<file path="src/rtl/mem_pkg.sv">
// Shared definitions for the memory stage: funct3 encodings, FSM state type,
// access-size decode and the default bus timeout.
package mem_pkg;

  localparam int TIMEOUT_CYCLES_DEF = 16;

  localparam logic [2:0] F3_LB  = 3'b000;
  localparam logic [2:0] F3_LH  = 3'b001;
  localparam logic [2:0] F3_LW  = 3'b010;
  localparam logic [2:0] F3_LBU = 3'b100;
  localparam logic [2:0] F3_LHU = 3'b101;
  localparam logic [2:0] F3_SB  = 3'b000;
  localparam logic [2:0] F3_SH  = 3'b001;
  localparam logic [2:0] F3_SW  = 3'b010;

  typedef enum logic {IDLE = 1'b0, BUSY = 1'b1} state_t;

  typedef enum logic [1:0] {SZ_BYTE = 2'd0, SZ_HALF = 2'd1, SZ_WORD = 2'd2} acc_size_t;

  // Reserved encodings fall through to word access.
  function automatic acc_size_t access_size(input logic [2:0] f3);
    case (f3)
      F3_LB, F3_LBU: return SZ_BYTE;
      F3_LH, F3_LHU: return SZ_HALF;
      default:       return SZ_WORD;
    endcase
  endfunction

endpackage

</file>
<file path="src/rtl/mem_stage_if.sv">
// Signal bundle for the memory stage: upstream handshake, data-memory bus and
// writeback. The stage itself connects through the slave modport.
interface mem_stage_if;
  logic        in_valid;
  logic        in_ready;
  logic [31:0] Result;
  logic [31:0] mem_data_write;
  logic [2:0]  funct3;
  logic        mem_read;
  logic        mem_write;
  logic [4:0]  rd;
  logic        reg_write;

  logic        dmem_req;
  logic        dmem_we;
  logic [31:0] dmem_addr;
  logic [31:0] dmem_wdata;
  logic [3:0]  dmem_be;
  logic        dmem_ack;
  logic [31:0] dmem_rdata;

  logic        wb_valid;
  logic [4:0]  wb_rd;
  logic [31:0] wb_data;
  logic        wb_reg_write;
  logic        bus_err;
  logic        misalign;

  modport master (
    output in_valid, Result, mem_data_write, funct3, mem_read, mem_write, rd, reg_write,
    output dmem_ack, dmem_rdata,
    input  in_ready, dmem_req, dmem_we, dmem_addr, dmem_wdata, dmem_be,
    input  wb_valid, wb_rd, wb_data, wb_reg_write, bus_err, misalign
  );

  modport slave (
    input  in_valid, Result, mem_data_write, funct3, mem_read, mem_write, rd, reg_write,
    input  dmem_ack, dmem_rdata,
    output in_ready, dmem_req, dmem_we, dmem_addr, dmem_wdata, dmem_be,
    output wb_valid, wb_rd, wb_data, wb_reg_write, bus_err, misalign
  );
endinterface

</file>
<file path="src/rtl/mem_stage_load_align.sv">
// Load formatter: picks the byte/half lane from the read word and sign- or
// zero-extends it according to funct3.
module load_align
  import mem_pkg::*;
(
  input  logic [31:0] rdata,
  input  logic [1:0]  lane,
  input  logic [2:0]  funct3,
  output logic [31:0] data
);

  logic signed [7:0]  byte_s;
  logic signed [15:0] half_s;

  always_comb begin
    case (lane)
      2'd0:    byte_s = $signed(rdata[7:0]);
      2'd1:    byte_s = $signed(rdata[15:8]);
      2'd2:    byte_s = $signed(rdata[23:16]);
      default: byte_s = $signed(rdata[31:24]);
    endcase
    half_s = lane[1] ? $signed(rdata[31:16]) : $signed(rdata[15:0]);

    case (funct3)
      F3_LB:   data = 32'(byte_s);
      F3_LH:   data = 32'(half_s);
      F3_LBU:  data = {24'd0, byte_s};
      F3_LHU:  data = {16'd0, half_s};
      default: data = rdata;
    endcase
  end

endmodule

</file>
<file path="src/rtl/mem_stage.sv">
// Memory stage: passes ALU results through in one cycle, runs loads/stores on a
// req/ack data bus with a timeout. Optional MISALIGN_CHECK_EN flags unaligned accesses.
module mem_stage
  import mem_pkg::*;
#(
  parameter int TIMEOUT_CYCLES = TIMEOUT_CYCLES_DEF
) (
  input  logic     clk,
  input  logic     rst,
  mem_stage_if.slave bus
);

  localparam int CNT_W = $clog2(TIMEOUT_CYCLES + 1);

  state_t           state, state_nxt;
  logic [CNT_W-1:0] cnt, cnt_inc;
  logic             timeout, start_busy, done_ack, done_to;

  logic             dmem_req, dmem_we;
  logic [31:0]      dmem_addr, dmem_wdata;
  logic [3:0]       dmem_be;
  logic             wb_valid, wb_reg_write, bus_err, misalign;
  logic [4:0]       wb_rd;
  logic [31:0]      wb_data;

  logic [2:0]       funct3_p0;
  logic [4:0]       rd_p0;
  logic             reg_write_p0, is_store_p0;

  acc_size_t        size;
  logic [31:0]      addr_al, wdata_rep, load_data;
  logic [3:0]       be_calc;
  logic             is_mem, misaligned;

  // Request decode, alignment and lane replication
  always_comb begin
    size    = access_size(bus.funct3);
    is_mem  = bus.mem_read | bus.mem_write;
    addr_al = bus.Result;
    be_calc = 4'b1111;
    wdata_rep = bus.mem_data_write;
    case (size)
      SZ_BYTE: begin
        be_calc   = 4'b0001 << bus.Result[1:0];
        wdata_rep = {4{bus.mem_data_write[7:0]}};
      end
      SZ_HALF: begin
        addr_al   = {bus.Result[31:1], 1'b0};
        be_calc   = 4'b0011 << addr_al[1:0];
        wdata_rep = {2{bus.mem_data_write[15:0]}};
      end
      default: addr_al = {bus.Result[31:2], 2'b00};
    endcase
`ifdef MISALIGN_CHECK_EN
    misaligned = is_mem && (((size == SZ_HALF) && bus.Result[0]) ||
                            ((size == SZ_WORD) && (bus.Result[1:0] != 2'b00)));
`else
    misaligned = 1'b0;
`endif
  end

  assign cnt_inc = cnt + 1'b1;
  assign timeout = (cnt_inc == CNT_W'(TIMEOUT_CYCLES));

  always_ff @(posedge clk) begin
    if (rst) state <= IDLE;
    else     state <= state_nxt;
  end

  // Ack takes precedence over timeout in the same cycle
  always_comb begin
    state_nxt  = state;
    start_busy = 1'b0;
    done_ack   = 1'b0;
    done_to    = 1'b0;
    case (state)
      IDLE: if (bus.in_valid && is_mem && !misaligned) begin
        state_nxt  = BUSY;
        start_busy = 1'b1;
      end
      BUSY: if (bus.dmem_ack) begin
        state_nxt = IDLE;
        done_ack  = 1'b1;
      end else if (timeout) begin
        state_nxt = IDLE;
        done_to   = 1'b1;
      end
      default: state_nxt = IDLE;
    endcase
  end

  // Stage p0: instruction fields captured for the outstanding access
  always_ff @(posedge clk) begin
    if (start_busy) begin
      funct3_p0    <= bus.funct3;
      rd_p0        <= bus.rd;
      reg_write_p0 <= bus.reg_write & ~bus.mem_write;
      is_store_p0  <= bus.mem_write;
    end
  end

  load_align u_load_align (
    .rdata  (bus.dmem_rdata),
    .lane   (dmem_addr[1:0]),
    .funct3 (funct3_p0),
    .data   (load_data)
  );

  // Stage p1: bus drive and writeback registers
  always_ff @(posedge clk) begin
    if (rst) begin
      cnt <= '0;
      dmem_req <= 1'b0;
      dmem_we <= 1'b0;
      dmem_addr <= '0;
      dmem_wdata <= '0;
      dmem_be <= '0;
      wb_valid <= 1'b0;
      wb_rd <= '0;
      wb_data <= '0;
      wb_reg_write <= 1'b0;
      bus_err <= 1'b0;
      misalign <= 1'b0;
    end else begin
      wb_valid <= 1'b0;
      bus_err  <= 1'b0;
      misalign <= 1'b0;
      if (start_busy) begin
        cnt        <= '0;
        dmem_req   <= 1'b1;
        dmem_we    <= bus.mem_write;
        dmem_addr  <= addr_al;
        dmem_wdata <= wdata_rep;
        dmem_be    <= be_calc;
      end else if (state == IDLE && bus.in_valid) begin
        wb_valid <= 1'b1;
        wb_rd    <= bus.rd;
        if (misaligned) begin
          misalign     <= 1'b1;
          wb_reg_write <= 1'b0;
          wb_data      <= '0;
        end else begin
          wb_reg_write <= bus.reg_write;
          wb_data      <= bus.Result;
        end
      end
      if (done_ack) begin
        dmem_req     <= 1'b0;
        wb_valid     <= 1'b1;
        wb_rd        <= rd_p0;
        wb_reg_write <= reg_write_p0;
        wb_data      <= is_store_p0 ? 32'd0 : load_data;
      end else if (done_to) begin
        dmem_req     <= 1'b0;
        wb_valid     <= 1'b1;
        bus_err      <= 1'b1;
        wb_rd        <= rd_p0;
        wb_reg_write <= 1'b0;
        wb_data      <= '0;
      end else if (state == BUSY) begin
        cnt <= cnt_inc;
      end
    end
  end

  assign bus.in_ready     = (state == IDLE);
  assign bus.dmem_req     = dmem_req;
  assign bus.dmem_we      = dmem_we;
  assign bus.dmem_addr    = dmem_addr;
  assign bus.dmem_wdata   = dmem_wdata;
  assign bus.dmem_be      = dmem_be;
  assign bus.wb_valid     = wb_valid;
  assign bus.wb_rd        = wb_rd;
  assign bus.wb_data      = wb_data;
  assign bus.wb_reg_write = wb_reg_write;
  assign bus.bus_err      = bus_err;
  assign bus.misalign     = misalign;

endmodule

</file>
<file path="src/flat_wrapper.sv">
// flat-port wrapper written by rule: the top's interface ports become plain ports
module mem_stage_flat import mem_pkg::*;
#(
  parameter int TIMEOUT_CYCLES = TIMEOUT_CYCLES_DEF
)
  (clk, rst, bus_in_valid, bus_Result, bus_mem_data_write, bus_funct3, bus_mem_read, bus_mem_write, bus_rd, bus_reg_write, bus_dmem_ack, bus_dmem_rdata, bus_in_ready, bus_dmem_req, bus_dmem_we, bus_dmem_addr, bus_dmem_wdata, bus_dmem_be, bus_wb_valid, bus_wb_rd, bus_wb_data, bus_wb_reg_write, bus_bus_err, bus_misalign);
  mem_stage_if bus_i ();
  input  logic clk;
  input  logic rst;
  input wire logic [$bits(bus_i.in_valid)-1:0] bus_in_valid;
  input wire logic [$bits(bus_i.Result)-1:0] bus_Result;
  input wire logic [$bits(bus_i.mem_data_write)-1:0] bus_mem_data_write;
  input wire logic [$bits(bus_i.funct3)-1:0] bus_funct3;
  input wire logic [$bits(bus_i.mem_read)-1:0] bus_mem_read;
  input wire logic [$bits(bus_i.mem_write)-1:0] bus_mem_write;
  input wire logic [$bits(bus_i.rd)-1:0] bus_rd;
  input wire logic [$bits(bus_i.reg_write)-1:0] bus_reg_write;
  input wire logic [$bits(bus_i.dmem_ack)-1:0] bus_dmem_ack;
  input wire logic [$bits(bus_i.dmem_rdata)-1:0] bus_dmem_rdata;
  output wire logic [$bits(bus_i.in_ready)-1:0] bus_in_ready;
  output wire logic [$bits(bus_i.dmem_req)-1:0] bus_dmem_req;
  output wire logic [$bits(bus_i.dmem_we)-1:0] bus_dmem_we;
  output wire logic [$bits(bus_i.dmem_addr)-1:0] bus_dmem_addr;
  output wire logic [$bits(bus_i.dmem_wdata)-1:0] bus_dmem_wdata;
  output wire logic [$bits(bus_i.dmem_be)-1:0] bus_dmem_be;
  output wire logic [$bits(bus_i.wb_valid)-1:0] bus_wb_valid;
  output wire logic [$bits(bus_i.wb_rd)-1:0] bus_wb_rd;
  output wire logic [$bits(bus_i.wb_data)-1:0] bus_wb_data;
  output wire logic [$bits(bus_i.wb_reg_write)-1:0] bus_wb_reg_write;
  output wire logic [$bits(bus_i.bus_err)-1:0] bus_bus_err;
  output wire logic [$bits(bus_i.misalign)-1:0] bus_misalign;
  assign bus_i.in_valid = bus_in_valid;
  assign bus_i.Result = bus_Result;
  assign bus_i.mem_data_write = bus_mem_data_write;
  assign bus_i.funct3 = bus_funct3;
  assign bus_i.mem_read = bus_mem_read;
  assign bus_i.mem_write = bus_mem_write;
  assign bus_i.rd = bus_rd;
  assign bus_i.reg_write = bus_reg_write;
  assign bus_i.dmem_ack = bus_dmem_ack;
  assign bus_i.dmem_rdata = bus_dmem_rdata;
  assign bus_in_ready = bus_i.in_ready;
  assign bus_dmem_req = bus_i.dmem_req;
  assign bus_dmem_we = bus_i.dmem_we;
  assign bus_dmem_addr = bus_i.dmem_addr;
  assign bus_dmem_wdata = bus_i.dmem_wdata;
  assign bus_dmem_be = bus_i.dmem_be;
  assign bus_wb_valid = bus_i.wb_valid;
  assign bus_wb_rd = bus_i.wb_rd;
  assign bus_wb_data = bus_i.wb_data;
  assign bus_wb_reg_write = bus_i.wb_reg_write;
  assign bus_bus_err = bus_i.bus_err;
  assign bus_misalign = bus_i.misalign;
  mem_stage #(.TIMEOUT_CYCLES(TIMEOUT_CYCLES)) u_core (.clk(clk), .rst(rst), .bus(bus_i));
endmodule
</file>
<file path="config.mk">
export PLATFORM = sky130hd
export DESIGN_NAME = mem_stage_flat
export DESIGN_NICKNAME = d
export VERILOG_FILES = /design/src/rtl/mem_pkg.sv /design/src/rtl/mem_stage_if.sv /design/src/rtl/mem_stage_load_align.sv /design/src/rtl/mem_stage.sv /design/src/flat_wrapper.sv
export SDC_FILE = /design/constraint.sdc
export NUM_CORES = 1
export LEC_CHECK = 0
export CORE_ASPECT_RATIO = 2
export CORE_MARGIN = 2
export CORE_UTILIZATION = 34
export CTS_BUF_LIST = sky130_fd_sc_hd__clkbuf_16
export CTS_CLUSTER_DIAMETER = 60
export DETAILED_ROUTE_END_ITERATION = 8
export PLACE_DENSITY_LB_ADDON = 0.1
export SLEW_MARGIN = 40
export SYNTH_ARGS = -nofsm -noshare
export SYNTH_HDL_FRONTEND = slang
export SYNTH_HIERARCHICAL = 1
export SYNTH_SLANG_ARGS = --single-unit
</file>
<file path="constraint.sdc">
create_clock -name clk -period 6.32 [get_ports clk]
set_clock_uncertainty 0.1 [all_clocks]
set_input_delay 1.264 -clock clk [delete_from_list [all_inputs] [get_ports clk]]
set_output_delay 1.264 -clock clk [all_outputs]
set_load 0.01 [all_outputs]
</file>
# Yosys cells after proc, flatten, opt, wreduce, memory -nomap -nowiden

Index checks and enable logic that the tools add are counted.
W data, S select, Z words.

Logic and storage cells: 85
Flip-flop bits (word level): 126
Output and inout bits: 112

Reduce and logical (&&, ||, !) cells: 12
Shift operators: 2
Muxes and demuxes: 39
Add/sub/neg operators: 1
Eq/ne operators: 11
Bitwise gates (word level): 4

Operator list:

| kind                  | count |
|---|---|
| $mux W32              | 5 |
| $pmux W32 S4          | 1 |
| $pmux W32 S2          | 1 |
| $mux W5               | 8 |
| $pmux W8 S3           | 1 |
| $mux W1               | 18 |
| $mux W16              | 1 |
| $eq A3 B3 Y1 const B  | 4 |
| $pmux W2 S2           | 2 |
| $pmux W4 S2           | 1 |
| $eq A3 B1 Y1 const B  | 2 |
| $logic_not A3 Y1      | 2 |
| $reduce_or A2 Y1      | 3 |
| $add A5 B1 Y5 const B | 1 |
| $eq A5 B5 Y1 const B  | 1 |
| $eq A2 B1 Y1 const B  | 2 |
| $logic_not A2 Y1      | 2 |
| $shl A1 B2 Y4 const A | 1 |
| $shl A2 B2 Y4 const A | 1 |
| $ne A3 B3 Y1 const B  | 1 |
| $reduce_bool A3 Y1    | 1 |
| $reduce_or A3 Y1      | 1 |
| $eq A2 B2 Y1 const B  | 1 |
| $logic_and A1 B1 Y1   | 2 |
| other kinds (5)       | 6 |

# Longest topological paths before layout

Gate-level depths: netlist (run 1).

Word-level depth: 8
Depth in mapped cells: 10
Mapped depth without buffers: 8

# Hierarchy

The synthesis (run 1) kept the hierarchy.

By module, submodules not included:

| module     | cells each | area an instance (sq um) | times used | seq. area each (sq um) |
|---|---|---|---|---|
| mem_stage  | 703        | 5,611.6                  | 1          | 2,622.5 |
| load_align | 131        | 723.2                    | 1          | 0.0 |

# Least setup slack after synthesis (run 1)

Ideal clock, no wire load.

Path type: input-to-reg
From: input port bus_dmem_rdata[15]
To: register u_core.wb_data[19], in the netlist u_core/bus.wb_data[19]
Library setup time: 0.073 ns
Stages on the path: 10
Arrival: 2.739 ns
Setup slack: 3.409 ns
Cell sequence: a211oi_1 or3_1 or3_1 buf_2 buf_6 o21ai_1 nand2b_1 a21oi_1 o21ai_0 nor3_2

Word-level cells in the longest chain between the ends: 4
Elaborated cells on any way between the ends: 5

Ends and longest elaborated chain:

| item                                           | RTL line                                               | RTL |
|---|---|---|
| start: declaration                             | flat_wrapper.sv:19                                     | `input wire logic [$bits(bus_i.dmem_rdata)-1:0] bus_dmem_rdata;` |
| $pmux W8 S3 / $mux W16 (equally long branches) | mem_stage_load_align.sv:16, mem_stage_load_align.sv:22 |  |
| $pmux W32 S4 *                                 | mem_stage_load_align.sv:24                             | `case (funct3)` |
| named net u_core.load_data[19]                 | mem_stage.sv:31                                        | `logic [31:0] addr_al, wdata_rep, load_data;` |
| $mux W32 *                                     | mem_stage.sv:152                                       | `wb_data <= is_store_p0 ? 32'd0 : load_data;` |
| $mux W32 *                                     | mem_stage.sv:147                                       | `if (done_ack) begin` |
| end signal: assignment                         | mem_stage.sv:144                                       | `wb_data <= bus.Result;` |
| end signal: assignment                         | mem_stage.sv:152                                       |  |
| end: declaration                               | mem_stage.sv:24                                        | `logic [31:0] wb_data;` |

Mark *: on every way through the listed nets, which the timed path passes. The rest lies on a longest branch.
A chain may end at the register's enable or synchronous reset.

# Worst setup path after layout (run 1)

From: input port bus_dmem_rdata[15]
To: register u_core.wb_data[28], in the netlist u_core/bus.wb_data[28]

The elaborated chain is that of the path after synthesis.

==> results.md, run 1 <==
- Outcome: completed
- Max Slew Vio Count: 0
- IO Pins: 223
- Initial core utilization: 0.346
- CP Launch Type: primary input
- Hpwl dp: 16000 um
- Final setup violation count: 0
- Seq cells post-synth: 126
- Max_cap viols: 0
- Peak VDD IR: 179 uV
- First-pass DRT Iterations: 4
- Mapped Cells: 834
- DR iter-0 viols: 300
- Req. time, crit path: 6.57 ns
- Reg clk slew, reported paths: 0.06 ns
- Post-Synth Adder-Cell Area: 0.00395
- Mux cell area share after synthesis: 0.0286
- Leakage: 3.35 nW
- Worst-path cell chain: clkdlybuf4s50_1 > a211oi_1 > or3_1 > or3_1 > o21ai_0 > nand2b_1 > a21oi_1 > o21ai_0 > nor3_1
- Clock Latency Late Sink: 0.43 ns
- Setup slack after layout: 2.92 ns
- CP peak stage delay: 0.54 ns
- Gates resized, CTS repair: 0
- Drt wl/cell: 18.6 um
- Crit path DAT: 3.65 ns
- Ys async rst share: 0
- Yosys Warn Count: 6
- TritonCTS clock tree: done
- RD Place Congestion: 0.946
- Number of enable flip-flop cells after synthesis: 10
- Synth unique cells: 45
- Post-route clock period utilization: 0.539
- Post-synthesis compound-gate area fraction: 0.254
- Max_slew headroom: 0.430
- Post-CTS Setup Inserts: 0
- Nets: 1124
- Fin. Hold Viols: 0
- Clock root buffer: clkbuf_16
- Max Clock Freq: 294 MHz
- Pwr Density: 247 nW/um2
- CTS Sinks: 126
- H-tree levels: 4
- Residual DRC: 0
- CORE AREA: 18300 um2
- Setup CP Type: primary input to register
- Family with the most delay on the worst path: simple AND/OR/NAND/NOR gates
- Largest family of logic cells by synthesized area: compound AO/OA/AOI/OAI gates
- CTS Buffer Depth: 2
- Xor and xnor area share after synthesis: 0.00138
- Vias post-DR: 6545
- GR Overflow Total: 0
- Fin crit period: 3.40 ns
- Post-Syn Area: 6330 um2
- Ys flop type: dfxtp_1
- Port buffer count: 221
- Post-Syn Area per Cell: 7.60 um2
- Seq/Total Area, Yosys: 0.414
- TNS Setup: 0 ns
- Pre-CTS WS: 2.54 ns
- Number of global-route vias before repair: 6494
- Fraction of layout cells with a size suffix above 1: 0.0576
- Drt via density: 5.27
- Critical Path End Type: register
- RSZ-0062 raised after global routing: no
- Worst-Margin Slew: 0.852 ns
- Largest net degree at the start of global routing: 68
- First-pass GRT wire length: 36100 um
- CTS Hold Bufs: 0
- Die Ht: 197 um
- Syn nets: 947
- Chip Width: 101 um
- Total track usage: 0.236
- Final Hold Slack: 0.352 ns
- Initial antenna violation count: 1
- Die Area: 19800 um2
- Routed Antenna Nets: 0
- Site Rows: 70
- CTS buffer count: 17
- WL final: 23000 um
- Synth Area in Simple Gates: 0.235
- Worst min path class: register to register
- Slowest-stage cell, CP: or3_1
- CP bufs+invs: 1
- Max Fanout on Critical Path: 17
- Area Overhead vs Synth: 43.6%
- Fillers: 1844
report_power, final:
group | switching (W) | total, W | internal [W]
combinational | 0.000228 | 0.000459 | 0.000231
clock | 0.000386 | 0.000884 | 0.000498
sequential | 0.0000373 | 0.000903 | 0.000865
tightest hold or removal path, stage by stage (launching register included):
cell and delay [ns]:
dfxtp_1 0.31, nand2_1 0.05, a21oi_1 0.05
cell usage in the layout, fill, tap and decap left out, types with 11 or more instances in the layout:
master           instances
buf_4                   11
nand2_1                156
o21ai_0                 76
nor2b_1                 23
a21oi_1                162
dfxtp_1                116
nand2b_1                40
clkbuf_16               17
clkdlybuf4s50_1        219
mux2i_1                 17
nor2_1                  36
nor3_1                  28
registers in the layout (all words and copies together) (netlist names), 3 cells and up:
register and cells:
u_core/bus.dmem_addr 32, u_core/bus.dmem_wdata 32, u_core/bus.wb_data 32, u_core/bus.wb_rd 5, u_core/cnt 5, u_core/rd_p0 5, u_core/bus.dmem_be 4, u_core/funct3_p0 3
worst paths after layout:
check	from	endpoint	slack, ns	cells past startpoint
setup / recovery	bus_dmem_rdata[15]	u_core/bus.wb_data[28]	2.92	9
hold / removal	u_core/bus.dmem_addr[18]	u_core/bus.dmem_addr[18]	0.35	2
setup reg to reg	u_core/bus.dmem_addr[1]	u_core/bus.wb_data[28]	3.46	8
hold reg to reg	u_core/bus.dmem_addr[18]	u_core/bus.dmem_addr[18]	0.35	2
through the flow:
step	util	area (um2)	total power, W	instances
2_1_floorplan	-	6330	0.00113	834
3_3_place_gp	0.466	8530	0.00138	1206
3_5_place_dp	0.468	8560	0.00138	1208
4_1_cts	0.496	9090	0.00227	1240
5_1_grt	0.497	9090	0.00235	1241
6_report	0.497	9090	0.00225	1241
cell type report:
type | count | area (um2) | share of cell area
multi-input cells | 627 | 3340 | 0.368
diodes | 1 | 2.50 | 0.000275
well taps | 216 | 270 | 0.0297
repair buffers | 233 | 2300 | 0.253
clock buffers | 17 | 425 | 0.0468
flip-flops and latches | 126 | 2620 | 0.288
inverters | 6 | 27.5 | 0.00303
clock inverters | 15 | 100 | 0.0110
layer usage:
metal,up-vias,global-route usage,share of wire
met5,-,0,0
met4,0,0.0908,0.026
met3,32,0.0435,0.051
met2,213,0.441,0.56
met1,3043,0.257,0.37
li1,3257,-,-
Yosys cell counts, types with 4 or more instances:
master	instances	share of area
nand3_1	7	0.0055
dfxtp_1	116	0.37
nand2_1	156	0.092
a21oi_1	162	0.13
nor3_2	6	0.0095
edfxtp_1	10	0.047
buf_6	4	0.0071
clkbuf_1	47	0.028
buf_8	4	0.0095
a211oi_1	10	0.012
mux2i_1	17	0.027
nand2b_1	40	0.040
buf_1	6	0.0036
a22oi_1	10	0.012
nor4_1	6	0.0059
buf_2	13	0.010
nor2_1	37	0.022
o21ai_0	76	0.060
a311oi_1	8	0.011
nor3_1	29	0.023
inv_1	5	0.0030
o21ai_1	5	0.0039
a221o_1	8	0.013
nor2b_1	23	0.023
cells by family after synthesis:
logic type,after synthesis
xor gates and xnor gates,1
muxes,18
DFF,126
and+or+nand+nor,314
other,1
buffers and inverters,81
adders and majority gates,2
AOI/OAI and AO/OA,291
Power figures use the tool's default switching activity.
==> inputs of run 2 (changes only) <==
Clock period 6.32 ns to 3.4 ns, I/O delays scaled along.
==> run 2 against run 1 <==
Total power grew 96%. Count of clock-buffer cells in the layout did not move. Via count is 1.9% higher. Setup slack lost 2.3 ns. Critical path type unchanged. Highest routed layer unchanged.
==> results.md, run 2 (synthesis gave the netlist of run 1 again) <==
- TNS Setup: 0 ns (unchanged)
- Crit path DAT: 2.98 ns (was 3.65 ns)
- Clock root buffer: clkbuf_16 (unchanged)
- Largest registers: u_core/bus.dmem_addr x32, u_core/bus.dmem_wdata x32, u_core/bus.wb_data x32 (unchanged)
- RSZ-0062 raised after global routing: no (unchanged)
- Initial antenna violation count: 0 (was 1)
- Critical Path End Type: register (unchanged)
- IO Pins: 223 (unchanged)
- N_diodes: 0 (was 1)
- CTS Sinks: 126 (unchanged)
- First-pass DRT Iterations: 5 (was 4)
- Dpl cells: 1219 (was 1208)
- Residual DRC: 0 (unchanged)
- Number of global-route vias before repair: 6507 (was 6494)
- Final setup violation count: 0 (unchanged)
- Worst min path class: register to register (unchanged)
- CP Launch Type: primary input (unchanged)
- Final Hold Slack: 0.351 ns (was 0.352 ns)
- Fillers: 1801 (was 1844)
- CTS Buffer Depth: 2 (unchanged)
- Routed Antenna Nets: 0 (unchanged)
- Post-route clock period utilization: 0.810
- Total track usage: 0.238 (was 0.236)
- Cell Int Power: 0.00320 W (was 0.00159 W)
- Commonest non-fill, non-tap cells in the layout: clkdlybuf4s50_1, a21oi_1, nand2_1 (unchanged)
- Leakage: 3.44 nW (was 3.35 nW)
- GR Overflow Total: 0 (unchanged)
- Outcome: completed (unchanged)
- Max Clock Freq: 363 MHz
- CTS buffer count: 17 (unchanged)
- Worst-Margin Slew: 0.702 ns (was 0.852 ns)
- TritonCTS clock tree: done (unchanged)
- Net Sw Power: 0.00121 W (was 0.000652 W)
- Register Area: 2620 um2 (unchanged)
- Max Fanout on Critical Path: 17 (unchanged)
- Max_cap viols: 0 (unchanged)
- Combinational fraction of design power: 0.199 (was 0.204)
- Drt via density: 5.33 (was 5.27)
- Commonest non-fill, non-tap cell in the layout: clkdlybuf4s50_1 (unchanged)
- H-tree levels: 4 (unchanged)
- Max Slew Vio Count: 0 (unchanged)
- Nets: 1135 (was 1124)
- DR iter-0 viols: 288 (was 300)
- Clock Latency Late Sink: 0.42 ns (was 0.43 ns)
- Initial core utilization: 0.346 (unchanged)
- Area Overhead vs Synth: 46.3% (was 43.6%)
- Post-DP Area: 8670 um2 (was 8560 um2)
- Drt wl/cell: 18.8 um (was 18.6 um)
- Largest net degree at the start of global routing: 59 (was 68)
- Fin. Hold Viols: 0 (unchanged)
- Fin crit period: 2.75 ns
- Post-CTS Setup Inserts: 0 (unchanged)
- Setup CP Type: primary input to register (unchanged)
- Sw Share: 0.274 (was 0.290)
- Die Ht: 197 um (unchanged)
- Port buffer count: 221 (unchanged)
- First-pass GRT wire length: 36100 um (about the same)
- Reg clk slew, reported paths: 0.06 ns (about the same)
- Chip Width: 101 um (unchanged)
- CORE AREA: 18300 um2 (unchanged)
- Vias post-DR: 6671 (was 6545)
- Gates resized, CTS repair: 0 (unchanged)
- Sequential share of power: 0.379 (was 0.402)
- RD Place Congestion: 0.853 (was 0.946)
- Max_slew headroom: 0.532 (was 0.430)
- Final instance area: 9270 um2 (was 9090 um2)
- Utilization after layout: 0.506 (was 0.497)
- Fraction of layout cells with a size suffix above 1: 0.0657 (was 0.0576)
- Hpwl dp: 16600 um (was 16000 um)
- Fin cells: 1251 (was 1241)
- Req. time, crit path: 3.63 ns (was 6.57 ns)
- Pwr Density: 475 nW/um2 (was 247 nW/um2)
- Peak VDD IR: 317 uV (was 179 uV)
- Multi-input gate area: 3330 um2 (was 3340 um2)
- CTS Hold Bufs: 0 (unchanged)
- Clock power frac: 0.422 (was 0.394)
- Site Rows: 70 (unchanged)
- WL final: 23600 um (was 23000 um)
- Die Area: 19800 um2 (unchanged)
-- run 2: power by group through the flow --
stage          clock network (W)  logic [W]  registers [W]
5_1_grt                  0.00197   0.000956        0.00168
4_1_cts                  0.00191   0.000887        0.00167
6_report                 0.00186   0.000877        0.00167
3_5_place_dp                   0   0.000883        0.00170
2_1_floorplan                  0   0.000363        0.00174
3_3_place_gp                   0   0.000876        0.00170
-- run 2: per-layer routing --
metal  vias to the layer above  wire [um]  global-route usage
met4                         0        943               0.115
met2                       259      12800               0.429
li1                       3277          -                   -
met3                        48       1330              0.0517
met1                      3087       8540               0.258
met5                         -          0                   0
-- run 2: layout make-up --
type                    count  area share
clock inverters            15      0.0182
multi-input cells         627       0.360
flip-flops and latches    126       0.283
inverters                   6     0.00257
clock buffers              17      0.0459
well taps                 216      0.0292
repair buffers            244       0.262
-- run 2: path summary, 6_finish.rpt --
check                                start                       end  slack, ns  cells after the start
setup reg to reg       u_core/funct3_p0[0]    u_core/bus.wb_data[27]       0.86                      7
setup / recovery        bus_dmem_rdata[15]    u_core/bus.wb_data[27]       0.65                      9
hold reg to reg   u_core/bus.dmem_addr[20]  u_core/bus.dmem_addr[20]       0.35                      2
hold / removal    u_core/bus.dmem_addr[20]  u_core/bus.dmem_addr[20]       0.35                      2
-- run 2: metrics by stage --
stage / setup WS (ns) / total power [W]
floorplan: 1.07 / 0.00210
global placement: 0.308 / 0.00258
detailed placement: 0.248 / 0.00259
CTS: 0.697 / 0.00447
global route: 0.449 / 0.00460
finish: 0.646 / 0.00440
-- run 2: critical path, stage by stage --
cell and delay, ns:
clkdlybuf4s50_1 0.53, a211oi_1 0.09, or3_1 0.37, or3_1 0.56, o21ai_0 0.21, nand2b_1 0.08, a21oi_1 0.13, o21ai_0 0.10
nor3_1 0.22
